[config.mk]
export PLATFORM = sky130hd
export DESIGN_NAME = dmem_arbiter
export DESIGN_NICKNAME = d
export VERILOG_FILES = /design/src/rtl/dmem_arbiter.sv
export SDC_FILE = /design/constraint.sdc
export NUM_CORES = 1
export LEC_CHECK = 0
export CAP_MARGIN = 20
export CORE_AREA = 3 3 86 67
export CTS_CLUSTER_DIAMETER = 200
export DETAILED_ROUTE_END_ITERATION = 6
export DIE_AREA = 0 0 89 70
export PLACE_DENSITY = 0.81
export SLEW_MARGIN = 5
export SYNTH_ARGS = -nofsm -noshare
export SYNTH_HDL_FRONTEND = slang
export SYNTH_SLANG_ARGS = --single-unit
[constraint.sdc]
create_clock -name clk -period 5.4 [get_ports clk]
set_clock_uncertainty 0.15 [all_clocks]
set_input_delay 0.54 -clock clk [delete_from_list [all_inputs] [get_ports clk]]
set_output_delay 0.54 -clock clk [all_outputs]
set_load 0.05 [all_outputs]
[src/rtl/dmem_arbiter.sv]
// Arbitrates the single-port data memory between the pipeline MEM stage and an external
// loader/debug master. The pipeline has priority; starvation and burst limits keep both sides moving.
module dmem_arbiter #(
  parameter int ADDR_W       = 16,
  parameter int DATA_W       = 16,
  parameter int STARVE_LIMIT = 8,
  parameter int BURST_MAX    = 4
) (
  input  logic              clk,
  input  logic              rst,
  input  logic              p_req,
  input  logic              p_we,
  input  logic [ADDR_W-1:0] p_addr,
  input  logic [DATA_W-1:0] p_wdata,
  output logic [DATA_W-1:0] p_rdata,
  output logic              p_stall,
  input  logic              x_req,
  input  logic              x_we,
  input  logic [ADDR_W-1:0] x_addr,
  input  logic [DATA_W-1:0] x_wdata,
  output logic              x_gnt,
  output logic              x_rvalid,
  output logic [DATA_W-1:0] x_rdata,
  output logic [ADDR_W-1:0] m_addr,
  output logic [DATA_W-1:0] m_wdata,
  output logic              m_we,
  input  logic [DATA_W-1:0] m_rdata
);

  localparam int SW = $clog2(STARVE_LIMIT + 1);
  localparam int BW = $clog2(BURST_MAX + 1);
  localparam logic [SW-1:0] STARVE_TOP = SW'(STARVE_LIMIT);
  localparam logic [BW-1:0] BURST_TOP  = BW'(BURST_MAX);

  typedef enum logic {S_PIPE, S_EXT} own_t;

  own_t              own_q, own_d;
  logic [SW-1:0]     starve_cnt_q, starve_cnt_d;
  logic [BW-1:0]     burst_cnt_q, burst_cnt_d;
  logic              x_rvalid_q, x_rvalid_d;
  logic [DATA_W-1:0] x_rdata_q, x_rdata_d;
  logic              grant_raw;

  assign p_rdata  = m_rdata;
  assign x_rvalid = x_rvalid_q;
  assign x_rdata  = x_rdata_q;

  always_comb begin
    grant_raw    = 1'b0;
    x_gnt        = 1'b0;
    m_addr       = p_addr;
    m_wdata      = p_wdata;
    m_we         = 1'b0;
    p_stall      = 1'b0;
    own_d        = S_PIPE;
    burst_cnt_d  = '0;
    starve_cnt_d = '0;
    x_rvalid_d   = 1'b0;
    x_rdata_d    = x_rdata_q;

    // Grant terms are gated by rst so nothing is granted or written while in reset.
    grant_raw = x_req & (~p_req | (starve_cnt_q == STARVE_TOP) |
                         ((own_q == S_EXT) & (burst_cnt_q < BURST_TOP)));
    x_gnt     = rst & grant_raw;

    if (x_gnt) begin
      m_addr  = x_addr;
      m_wdata = x_wdata;
      m_we    = x_we;
    end else begin
      m_we    = rst & p_req & p_we;
    end
    p_stall = p_req & x_gnt;

    if (x_gnt) begin
      own_d = S_EXT;
      if (own_q == S_EXT) begin
        burst_cnt_d = (burst_cnt_q < BURST_TOP) ? burst_cnt_q + 1'b1 : burst_cnt_q;
      end else begin
        burst_cnt_d = BW'(1);
      end
    end

    if (x_req & ~x_gnt) begin
      starve_cnt_d = (starve_cnt_q < STARVE_TOP) ? starve_cnt_q + 1'b1 : starve_cnt_q;
    end

    if (x_gnt & ~x_we) begin
      x_rvalid_d = 1'b1;
      x_rdata_d  = m_rdata;
    end
  end

  always_ff @(posedge clk) begin
    if (!rst) begin
      own_q        <= S_PIPE;
      starve_cnt_q <= '0;
      burst_cnt_q  <= '0;
      x_rvalid_q   <= 1'b0;
      x_rdata_q    <= '0;
    end else begin
      own_q        <= own_d;
      starve_cnt_q <= starve_cnt_d;
      burst_cnt_q  <= burst_cnt_d;
      x_rvalid_q   <= x_rvalid_d;
      x_rdata_q    <= x_rdata_d;
    end
  end

endmodule
==> impl_metrics.py, run 1 <==
metrics = {
    "synth": {
        "yosys_warnings": 0,
        "synth-compound-area-share_pct": 4.362,
        "synthAdderAreaFrac_pct": 2.379,
        "synth_cell_type_count": 25,
        "synth-xor-area-share_pct": 1.665,
        "yosys.area_share.simple_pct": 13.24,
        "netlist_area_mm2": 0.001578,
        "synth_seq_area_share_pct": 31.72,
        "muxShareOfSynthArea_pct": 35.05,
        "syn-num-nets": 251,
        "avgSynthCellArea_um2": 9.739,
        "synth_cells": 162,
        "ys_seq_elements": 25,
        "synth_top_family_by_area": "multiplexers",
    },
    "sta": {
        "fin_hold_ws_ps": 310.0,
        "fmax_mhz": 245.0,
        "slew_headroom_pct": 61.73,
        "setup_violations": 0,
        "hold_viol": 0,
        "final_max_slew_viol_count": 0,
        "tightest_slew_ps": 574.1,
        "layout_setup_ws_ps": 1318,
        "finalCritPeriodShare_pct": 75.60,
        "rsz0062_at_grt": "false",
        "finalSetupTns_ps": 0,
        "period_needed_ps": 4082,
    },
    "cts": {
        "root_buffer": "clkbuf_8",
        "clk_path_buf_depth": 2,
        "cts_tree": "done",
        "clock_sinks": 25,
        "clk_latency_ps": 260,
        "cts.htree.levels": 1,
        "clkTransAtPathRegs_ps": 80,
        "cts-resized-gates": 0,
        "cts-buffers-inserted": 3,
        "post_cts.repair.setup_buffers": 0,
        "cts-hold-fix-buffers": 0,
    },
    "drt": {
        "drt_iter0_drc": 48,
        "routedWlPerCell_um": 15.46,
        "drcViolationCount": 0,
        "first_pass_iters": 4,
        "antenna_left": 0,
        "viasPerCell": 4.437,
        "vias": 1584,
        "totalWireLength_mm": 5.519,
    },
    "power_and_ir_drop": {
        "seq_power_share_pct": 33.0,
        "p_per_area_mw_per_mm2": 189.7,
        "clock_power_share_pct": 18.5,
        "swShare_pct": 36.65,
        "comb_power_share_pct": 48.4,
        "p_leak_nw": 1.178,
        "intPower_mw": 0.3721,
        "switchingPower_mw": 0.2152,
        "ir_worst_vdd_mv": 0.09289,
    },
    "setup_path": {
        "path_max_fanout": 35,
        "cp-start-kind": "input port",
        "path_class": "input port to output pin",
        "crit_path_end_kind": "output pin",
        "arrival_ps": 3390,
        "crit_required_ps": 4710,
    },
    "global_route": {
        "grt_use_total_pct": 17.24,
        "antenna_found_initial": 0,
        "grt-ovfl-total": 0,
        "grt_max_degree": 36,
        "first_global_vias": 1626,
        "grt_pass1_wl_mm": 8.445,
    },
    "floorplanning": {
        "io_pins": 154,
        "core_area_mm2": 0.004927,
        "initial_utilization_pct": 32.02,
        "die_w_um": 89,
        "dieArea_mm2": 0.006230,
        "die_h_um": 70,
        "rows": 22,
    },
    "outcome": {
        "outcome": "finished, final reports clean",
    },
    "final_layout": {
        "fin_util_pct": 62.85,
        "layout.nets": 387,
        "areaGrowthSynthToFinish_pct": 96.27,
        "drive_above_1_share_pct": 14.14,
        "antennaDiodeCount": 0,
        "fillerInstances": 429,
    },
    "placed_design": {
        "routabilityCongestion": 0.8060,
        "hpwlAfterDp_mm": 4.656,
        "post-place-ws_ps": 1288,
        "port_buffers": 153,
    },
    "flow_run": {
        "drv_cap": 0,
    },
    "hold_path": {
        "hold_class": "flop to flop",
    },
}
[state kept, by name, indices dropped and copies added, names as in the netlist]
name and count:
x_rdata 16, x_rvalid 1, starve_cnt_q 4, own_q 1, burst_cnt_q 3
[through the flow]
stage	power, mW	cell area [um2]	cells
finish	0.5873	3097	357
global route	0.6110	3097	357
CTS	0.5951	3097	357
detailed placement	0.4839	3052	353
global placement	0.4801	3037	352
floorplan	0.3633	1578	162
[routing by layer]
metal / GRT usage (%) / vias up / part of all wire, %
met4: 2.975 / 0 / 0.54
met5: 0 / - / 0
met3: 3.774 / 4 / 5.6
li1: - / 806 / -
met1: 20.89 / 731 / 41
met2: 31.05 / 43 / 53
[logic make-up after synthesis]
logic type               after synthesis
AO/OA/AOI/OAI                          6
AND/OR/NAND/NOR                       46
flip-flops                            25
adder cells (fa/ha/maj)                3
buffers and inverters                 28
XOR/XNOR                               3
multiplexers                          51
[worst paths after layout]
check / from / end / slack (ps) / cells past startpoint
max reg2reg: starve_cnt_q[0] / burst_cnt_q[0] / 3370 / 6
min: x_rdata[15] / x_rdata[15] / 310 / 2
max: rst / m_we / 1320 / 7
min reg2reg: x_rdata[15] / x_rdata[15] / 310 / 2
[critical path, stage by stage]
cell and delay [ps]:
clkdlybuf4s50_1 450, buf_4 310, nand2_1 160, a31oi_4 420, buf_4 390, mux2_2 380
clkdlybuf4s50_1 720
[layout by cell type (no fill, tap or decap)]
cell type        instances
xor2_1                   2
dfxtp_1                 25
a311oi_4                 1
xnor2_1                  1
ha_1                     3
clkdlybuf4s50_1        153
mux2_2                  33
nand4_1                  1
a31oi_4                  1
and3_1                   2
mux2_1                   1
o211a_1                  1
buf_4                    2
a31oi_1                  2
a21boi_0                 1
nor2_1                   4
nand2_1                 33
and2_1                   2
nand2b_1                 1
buf_8                    1
clkbuf_1                 1
mux2i_1                 17
nand3b_4                 1
inv_1                    3
nor2b_1                  2
clkbuf_8                 3
[power by group through the flow]
stage | combinational (mW) | sequential, mW | clock, mW
floorplan | 0.148 | 0.216 | 0
global placement | 0.282 | 0.198 | 0
detailed placement | 0.286 | 0.198 | 0
CTS | 0.287 | 0.194 | 0.114
global route | 0.297 | 0.195 | 0.120
finish | 0.284 | 0.194 | 0.109
[area by class of cell]
cell class,instances,area (um2),share of cell area (%)
sequential,25,500.5,16.16
tap,60,75.07,2.424
multi-input combinational,109,903.4,29.17
timing repair buffer,156,1562,50.42
clock buffer,4,45.04,1.455
inverter,3,11.26,0.3636
[synth_stat cells]
master,n,area (um2)
a21boi_0,1,7.510
o211a_1,1,10.01
mux2_1,1,11.26
nand3b_4,1,20.02
nand2_1,33,123.9
buf_4,18,135.1
mux2_2,33,371.6
inv_1,3,11.26
nand4_1,1,6.260
nor2b_1,2,12.51
nand2b_1,1,6.260
buf_2,2,10.01
and3_1,2,12.51
nor2_1,4,15.01
a31oi_2,1,12.51
ha_1,3,37.54
dfxtp_1,25,500.5
a31oi_1,2,12.51
xor2_1,2,17.52
clkbuf_1,4,15.01
a311oi_4,1,26.28
buf_6,1,11.26
mux2i_1,17,170.2
and2_1,2,12.51
xnor2_1,1,8.760
(Power assumes the default switching activity.)
==> inputs of run 2 (changes only) <==
Settings changed: CORE_AREA 3 3 86 67 to 3 3 93 73, DIE_AREA 0 0 89 70 to 0 0 96 76, PLACE_DENSITY 0.81 to 0.72.
Clock period 5.4 ns to 3.7 ns, I/O delays scaled along.
==> run 2 against run 1 <==
Net effect: clock-buffer cell count decreased by 1; routed wire length increased by 2.5%; via count decreased by 1.9%; sequential power increased by 46%; die area increased by 17%; first-iteration DRC count decreased by 46%.
==> impl_metrics.py, run 2 (synthesis gave the netlist of run 1 again) <==
metrics = {
    "outcome": {
        "outcome": "finished, final reports clean",
    },
    "placed_design": {
        "hpwlAfterDp_mm": 4.688,
        "dpl_cell_area_mm2": 0.003004,
        "port_buffers": 153,
        "routabilityCongestion": 0.7813,
    },
    "floorplanning": {
        "io_pins": 154,
        "dieArea_mm2": 0.007296,
        "core_area_mm2": 0.005856,
        "die_w_um": 96,
        "die_h_um": 76,
        "rows": 24,
        "initial_utilization_pct": 26.94,
    },
    "power_and_ir_drop": {
        "intPower_mw": 0.5364,
        "p_per_area_mw_per_mm2": 282.9,
        "clock_power_share_pct": 20.0,
        "ir_worst_vdd_mv": 0.1727,
        "comb_power_share_pct": 47.3,
        "swShare_pct": 37.91,
        "switchingPower_mw": 0.3275,
        "finalPower_mw": 0.8639,
        "seq_power_share_pct": 32.8,
        "p_leak_nw": 1.220,
    },
    "drt": {
        "routedWlPerCell_um": 15.09,
        "totalWireLength_mm": 5.658,
        "viasPerCell": 4.144,
        "vias": 1554,
        "antenna_left": 0,
        "drt_iter0_drc": 26,
        "drcViolationCount": 0,
        "first_pass_iters": 4,
    },
    "sta": {
        "setup_violations": 0,
        "fin_hold_ws_ps": 307.3,
        "tightest_slew_ps": 519.6,
        "finalSetupTns_ps": 0,
        "rsz0062_at_grt": "false",
        "slew_headroom_pct": 65.25,
        "fmax_mhz": 361.5,
        "final_max_slew_viol_count": 0,
        "finalCritPeriodShare_pct": 74.76,
        "hold_viol": 0,
        "period_needed_ps": 2766,
    },
    "cts": {
        "post_cts.repair.setup_buffers": 0,
        "clk_latency_ps": 270,
        "cts-resized-gates": 0,
        "cts_tree": "done",
        "cts-buffers-inserted": 3,
        "root_buffer": "clkbuf_8",
        "clock_sinks": 25,
        "cts.htree.levels": 1,
        "cts-hold-fix-buffers": 0,
        "clkTransAtPathRegs_ps": 100,
        "clk_path_buf_depth": 2,
    },
    "setup_path": {
        "cp-start-kind": "flop",
        "worst-path-stages": 7,
        "crit_path_end_kind": "output pin",
        "max_stage_delay_ps": 440,
        "timing.rr.start": "starve_cnt_q[0]",
        "reg2regPathDepth": 6,
        "reg2reg_slack_ps": 1900,
        "r2r-end": "burst_cnt_q[0]",
        "path_cells": "inv_1, ha_1, nand3b_4, a31oi_4, buf_4, mux2_2, buf_4",
        "arrival_ps": 2250,
        "crit_required_ps": 3180,
        "crit_top_cell": "buf_4",
        "endpoint": "m_wdata[3]",
        "path_class": "flop to output pin",
        "cp_top_family": "buffers and inverters",
        "crit_start": "starve_cnt_q[0]",
        "cpMaxStageDelayCell": "buf_4",
        "path_buf_inv": 3,
        "path_max_fanout": 39,
    },
    "final_layout": {
        "final_common_cell": "clkdlybuf4s50_1",
        "layout.nets": 387,
        "fin_area_mm2": 0.003054,
        "drive_above_1_share_pct": 26.26,
        "areaGrowthSynthToFinish_pct": 93.58,
        "fillerInstances": 552,
        "fin_util_pct": 52.16,
        "antennaDiodeCount": 0,
        "final_cell_mix": "clkdlybuf4s50_1, buf_4, nand2_1, mux2_2, dfxtp_1",
        "largest_reg_flops": 16,
    },
    "flow_run": {
        "drv_cap": 0,
    },
    "global_route": {
        "grt-ovfl-total": 0,
        "first_global_vias": 1583,
        "grt_use_total_pct": 15.07,
        "grt_max_degree": 40,
        "grt_pass1_wl_mm": 8.756,
        "antenna_found_initial": 0,
    },
    "hold_path": {
        "hold_path.startpoint": "x_rdata[0]",
        "hold_class": "flop to flop",
    },
}
-- run 2: cell count changes in the layout (fill, tap and decap cells not counted) --
cell and change:
inv_6 +1, buf_8 -1, buf_4 +34, buf_12 +2
clkbuf_1 -1, clkdlybuf4s50_1 -35
-- run 2: area by class of cell --
cell class                      count  area, um2  share of cell area (%)
Clock buffer                        3      41.29                   1.352
Clock inverter                      1      8.758                  0.2868
Inverter                            3      11.26                  0.3687
Multi-Input combinational cell    109      903.4                   29.58
Sequential cell                    25      500.5                   16.39
Tap cell                           78      97.59                   3.195
Timing Repair Buffer              156       1491                   48.83
-- run 2: metal layers --
layer	track usage, %	routed length (um)
met1	19.20	2435
met5	0	0
met3	2.863	213
met4	2.699	55
met2	26.26	2954
-- run 2: worst min path at each step --
stage	end	slack, ps	cells past startpoint
after floorplan	x_rvalid	290	1
after global placement	x_rdata[1]	290	2
after detailed placement	x_rdata[13]	300	2
after CTS	x_rdata[14]	310	2
after global routing	x_rdata[11]	340	2
final	x_rdata[0]	310	2
-- run 2: through the flow --
| stage | cells | setup slack [ps] |
|---|---|---|
| 2_1_floorplan | 162 | 1342 |
| 6_report | 375 | 934.0 |
| 4_1_cts | 375 | 920.6 |
| 5_1_grt | 375 | 810.3 |
| 3_3_place_gp | 371 | 989.9 |
| 3_5_place_dp | 371 | 959.9 |
-- run 2: power groups by stage --
stage          Sequential (mW)  Combinational (mW)  Clock (mW)
3_5_place_dp             0.289               0.410           0
3_3_place_gp             0.289               0.408           0
4_1_cts                  0.283               0.412       0.181
5_1_grt                  0.284               0.427       0.195
6_report                 0.283               0.408       0.173
2_1_floorplan            0.315               0.216           0
-- run 2: worst reg2reg max path, stage by stage (launching register included) --
cell and delay, ps:
dfxtp_1 360, inv_1 70, ha_1 180, nand3b_4 130, a31oi_4 180, buf_4 440
a21boi_0 230
==> inputs of run 3 (changes only) <==
Clock period 3.7 ns to 2.25 ns, I/O delays scaled along.
==> run 3 against run 2 <==
Net effect: the run now ends with negative setup slack left; sequential cell count unchanged; sequential power up 65%; first-iteration DRC count up 69%; clock power up 55%; final area up 20%; via count up 10%; routed wire length up 21%; critical endpoint is now m_wdata[15]; global-route usage up 2.1 points; worst setup slack worse by 1000 ps; utilization up 11 points.
==> impl_metrics.py, run 3 (synthesis gave the netlist of run 1 again) <==
metrics = {
    "outcome": {
        "outcome": "finished with violations",
        "failed_checks": "negative setup slack",
    },
    "drt": {
        "drt_iter0_drc": 44,
        "first_pass_iters": 4,
        "antenna_left": 0,
        "met2_length_mm": 3.712,
        "drt-met1-wl_mm": 2.641,
        "viasPerCell": 4.411,
        "vias": 1716,
        "totalWireLength_mm": 6.855,
        "routedWlPerCell_um": 17.62,
        "drcViolationCount": 0,
        "highest_layer": "met4",
        "wl_met3_um": 410,
    },
    "global_route": {
        "antenna_found_initial": 0,
        "grt-ovfl-total": 0,
        "grt_pass1_wl_mm": 9.632,
        "grt_max_degree": 35,
        "grt_use_total_pct": 17.17,
        "first_global_vias": 1721,
    },
    "placed_design": {
        "hpwlAfterDp_mm": 4.608,
        "routabilityCongestion": 0.8446,
        "port_buffers": 153,
        "dpl_cell_area_mm2": 0.003022,
    },
    "final_layout": {
        "layout.nets": 401,
        "areaGrowthSynthToFinish_pct": 132.8,
        "antennaDiodeCount": 0,
        "final_cell_mix": "clkdlybuf4s50_1, nand2_1, mux2_4",
        "fin_area_mm2": 0.003674,
        "drive_above_1_share_pct": 34.08,
        "largest_reg_flops": 16,
        "final_common_cell": "clkdlybuf4s50_1",
        "fillerInstances": 478,
    },
    "cts": {
        "clock_sinks": 25,
        "cts-buffers-inserted": 3,
        "cts-hold-fix-buffers": 0,
        "root_buffer": "clkbuf_8",
        "clkTransAtPathRegs_ps": 90,
        "cts_tree": "done",
        "cts.htree.levels": 1,
        "clk_latency_ps": 270,
        "clk_path_buf_depth": 2,
    },
    "power_and_ir_drop": {
        "comb_power_share_pct": 53.3,
        "p_leak_nw": 1.541,
        "swShare_pct": 36.29,
        "seq_power_share_pct": 29.6,
        "ir_worst_vdd_mv": 0.2228,
        "p_per_area_mw_per_mm2": 428.4,
        "switchingPower_mw": 0.5711,
        "intPower_mw": 1.003,
        "clock_power_share_pct": 17.0,
        "finalPower_mw": 1.574,
    },
    "sta": {
        "fmax_mhz": 432.5,
        "slew_headroom_pct": 65.67,
        "layout_setup_ws_ps": -62.07,
        "hold_viol": 0,
        "rsz0062_at_grt": "true",
        "final_max_slew_viol_count": 0,
        "tightest_slew_ps": 513.3,
        "period_needed_ps": 2312,
        "finalCritPeriodShare_pct": 102.8,
        "setup_violations": 34,
    },
    "setup_path": {
        "crit_path_end_kind": "output pin",
        "arrival_ps": 1940,
        "path_class": "flop to output pin",
        "crit_required_ps": 1880,
        "path_max_fanout": 5,
        "cp-start-kind": "flop",
    },
    "floorplanning": {
        "dieArea_mm2": 0.007296,
        "io_pins": 154,
        "die_w_um": 96,
        "core_area_mm2": 0.005856,
        "die_h_um": 76,
        "initial_utilization_pct": 26.94,
        "rows": 24,
    },
    "flow_run": {
        "drv_cap": 0,
    },
    "hold_path": {
        "hold_class": "flop to flop",
    },
}
-- run 3: changes by cell type in the layout (fill, tap and decap cells not counted), sizes merged --
cell           before  now
buf                38   56
clkbuf              3    6
clkdlybuf4s50     118  112
inv                 4    3
-- run 3: layer usage --
| layer | track usage (%) | vias to the layer above |
|---|---|---|
| met3 | 4.146 | 10 |
| met2 | 30.12 | 53 |
| met1 | 20.85 | 821 |
| met5 | 0 | - |
| li1 | - | 832 |
| met4 | 3.835 | 0 |
-- run 3: worst paths after layout --
| path | depth (start not counted) | endpoint | slack (ps) | startpoint |
|---|---|---|---|---|
| max reg2reg | 9 | burst_cnt_q[0] | 430 | starve_cnt_q[1] |
| min | 2 | x_rdata[12] | 310 | x_rdata[12] |
| max | 8 | m_wdata[15] | -60 | starve_cnt_q[1] |
| min reg2reg | 2 | x_rdata[12] | 310 | x_rdata[12] |
-- run 3: area by class of cell --
type	count	area, um2	area share (%)
clock buffers	4	45.04	1.226
inverters	3	11.26	0.3065
multi-input cells	109	1050	28.58
flip-flops and latches	25	504.2	13.73
well taps	78	97.59	2.657
repair buffers	170	1966	53.51
-- run 3: what timing repair did --
action,4_1_cts,5_1_grt
setup buffers,6,2
pin swaps,1,2
setup endpoints to repair,33,35
gates cloned,3,2
gates resized for setup,74,39
-- run 3: power by group through the flow --
stage | registers, mW | logic (mW) | clock network [mW]
final | 0.466 | 0.839 | 0.268
after global routing | 0.468 | 0.870 | 0.296
after global placement | 0.475 | 0.675 | 0
after detailed placement | 0.476 | 0.679 | 0
after CTS | 0.466 | 0.782 | 0.279
after floorplan | 0.517 | 0.355 | 0
-- run 3: critical path, stage by stage (launching register included) --
cell       delay [ps]
dfxtp_2           340
inv_2              60
ha_4              130
nand3b_4          100
a31oi_4           240
buf_12            160
clkbuf_16         160
mux2_4            320
buf_8             150
-- run 3: metrics by stage --
stage,TNS (ps),setup WS (ps),instances,hold slack (ps),utilization [%]
CTS,-690.7,-41.29,385,311.8,59.15
floorplan,0,36.65,162,146.6,-
global placement,0,8.243,372,291.9,51.60
finish,-933.6,-62.07,389,310.6,62.74
global route,-3147,-127.2,389,329.7,62.74
detailed placement,0,20.83,372,295.4,51.60
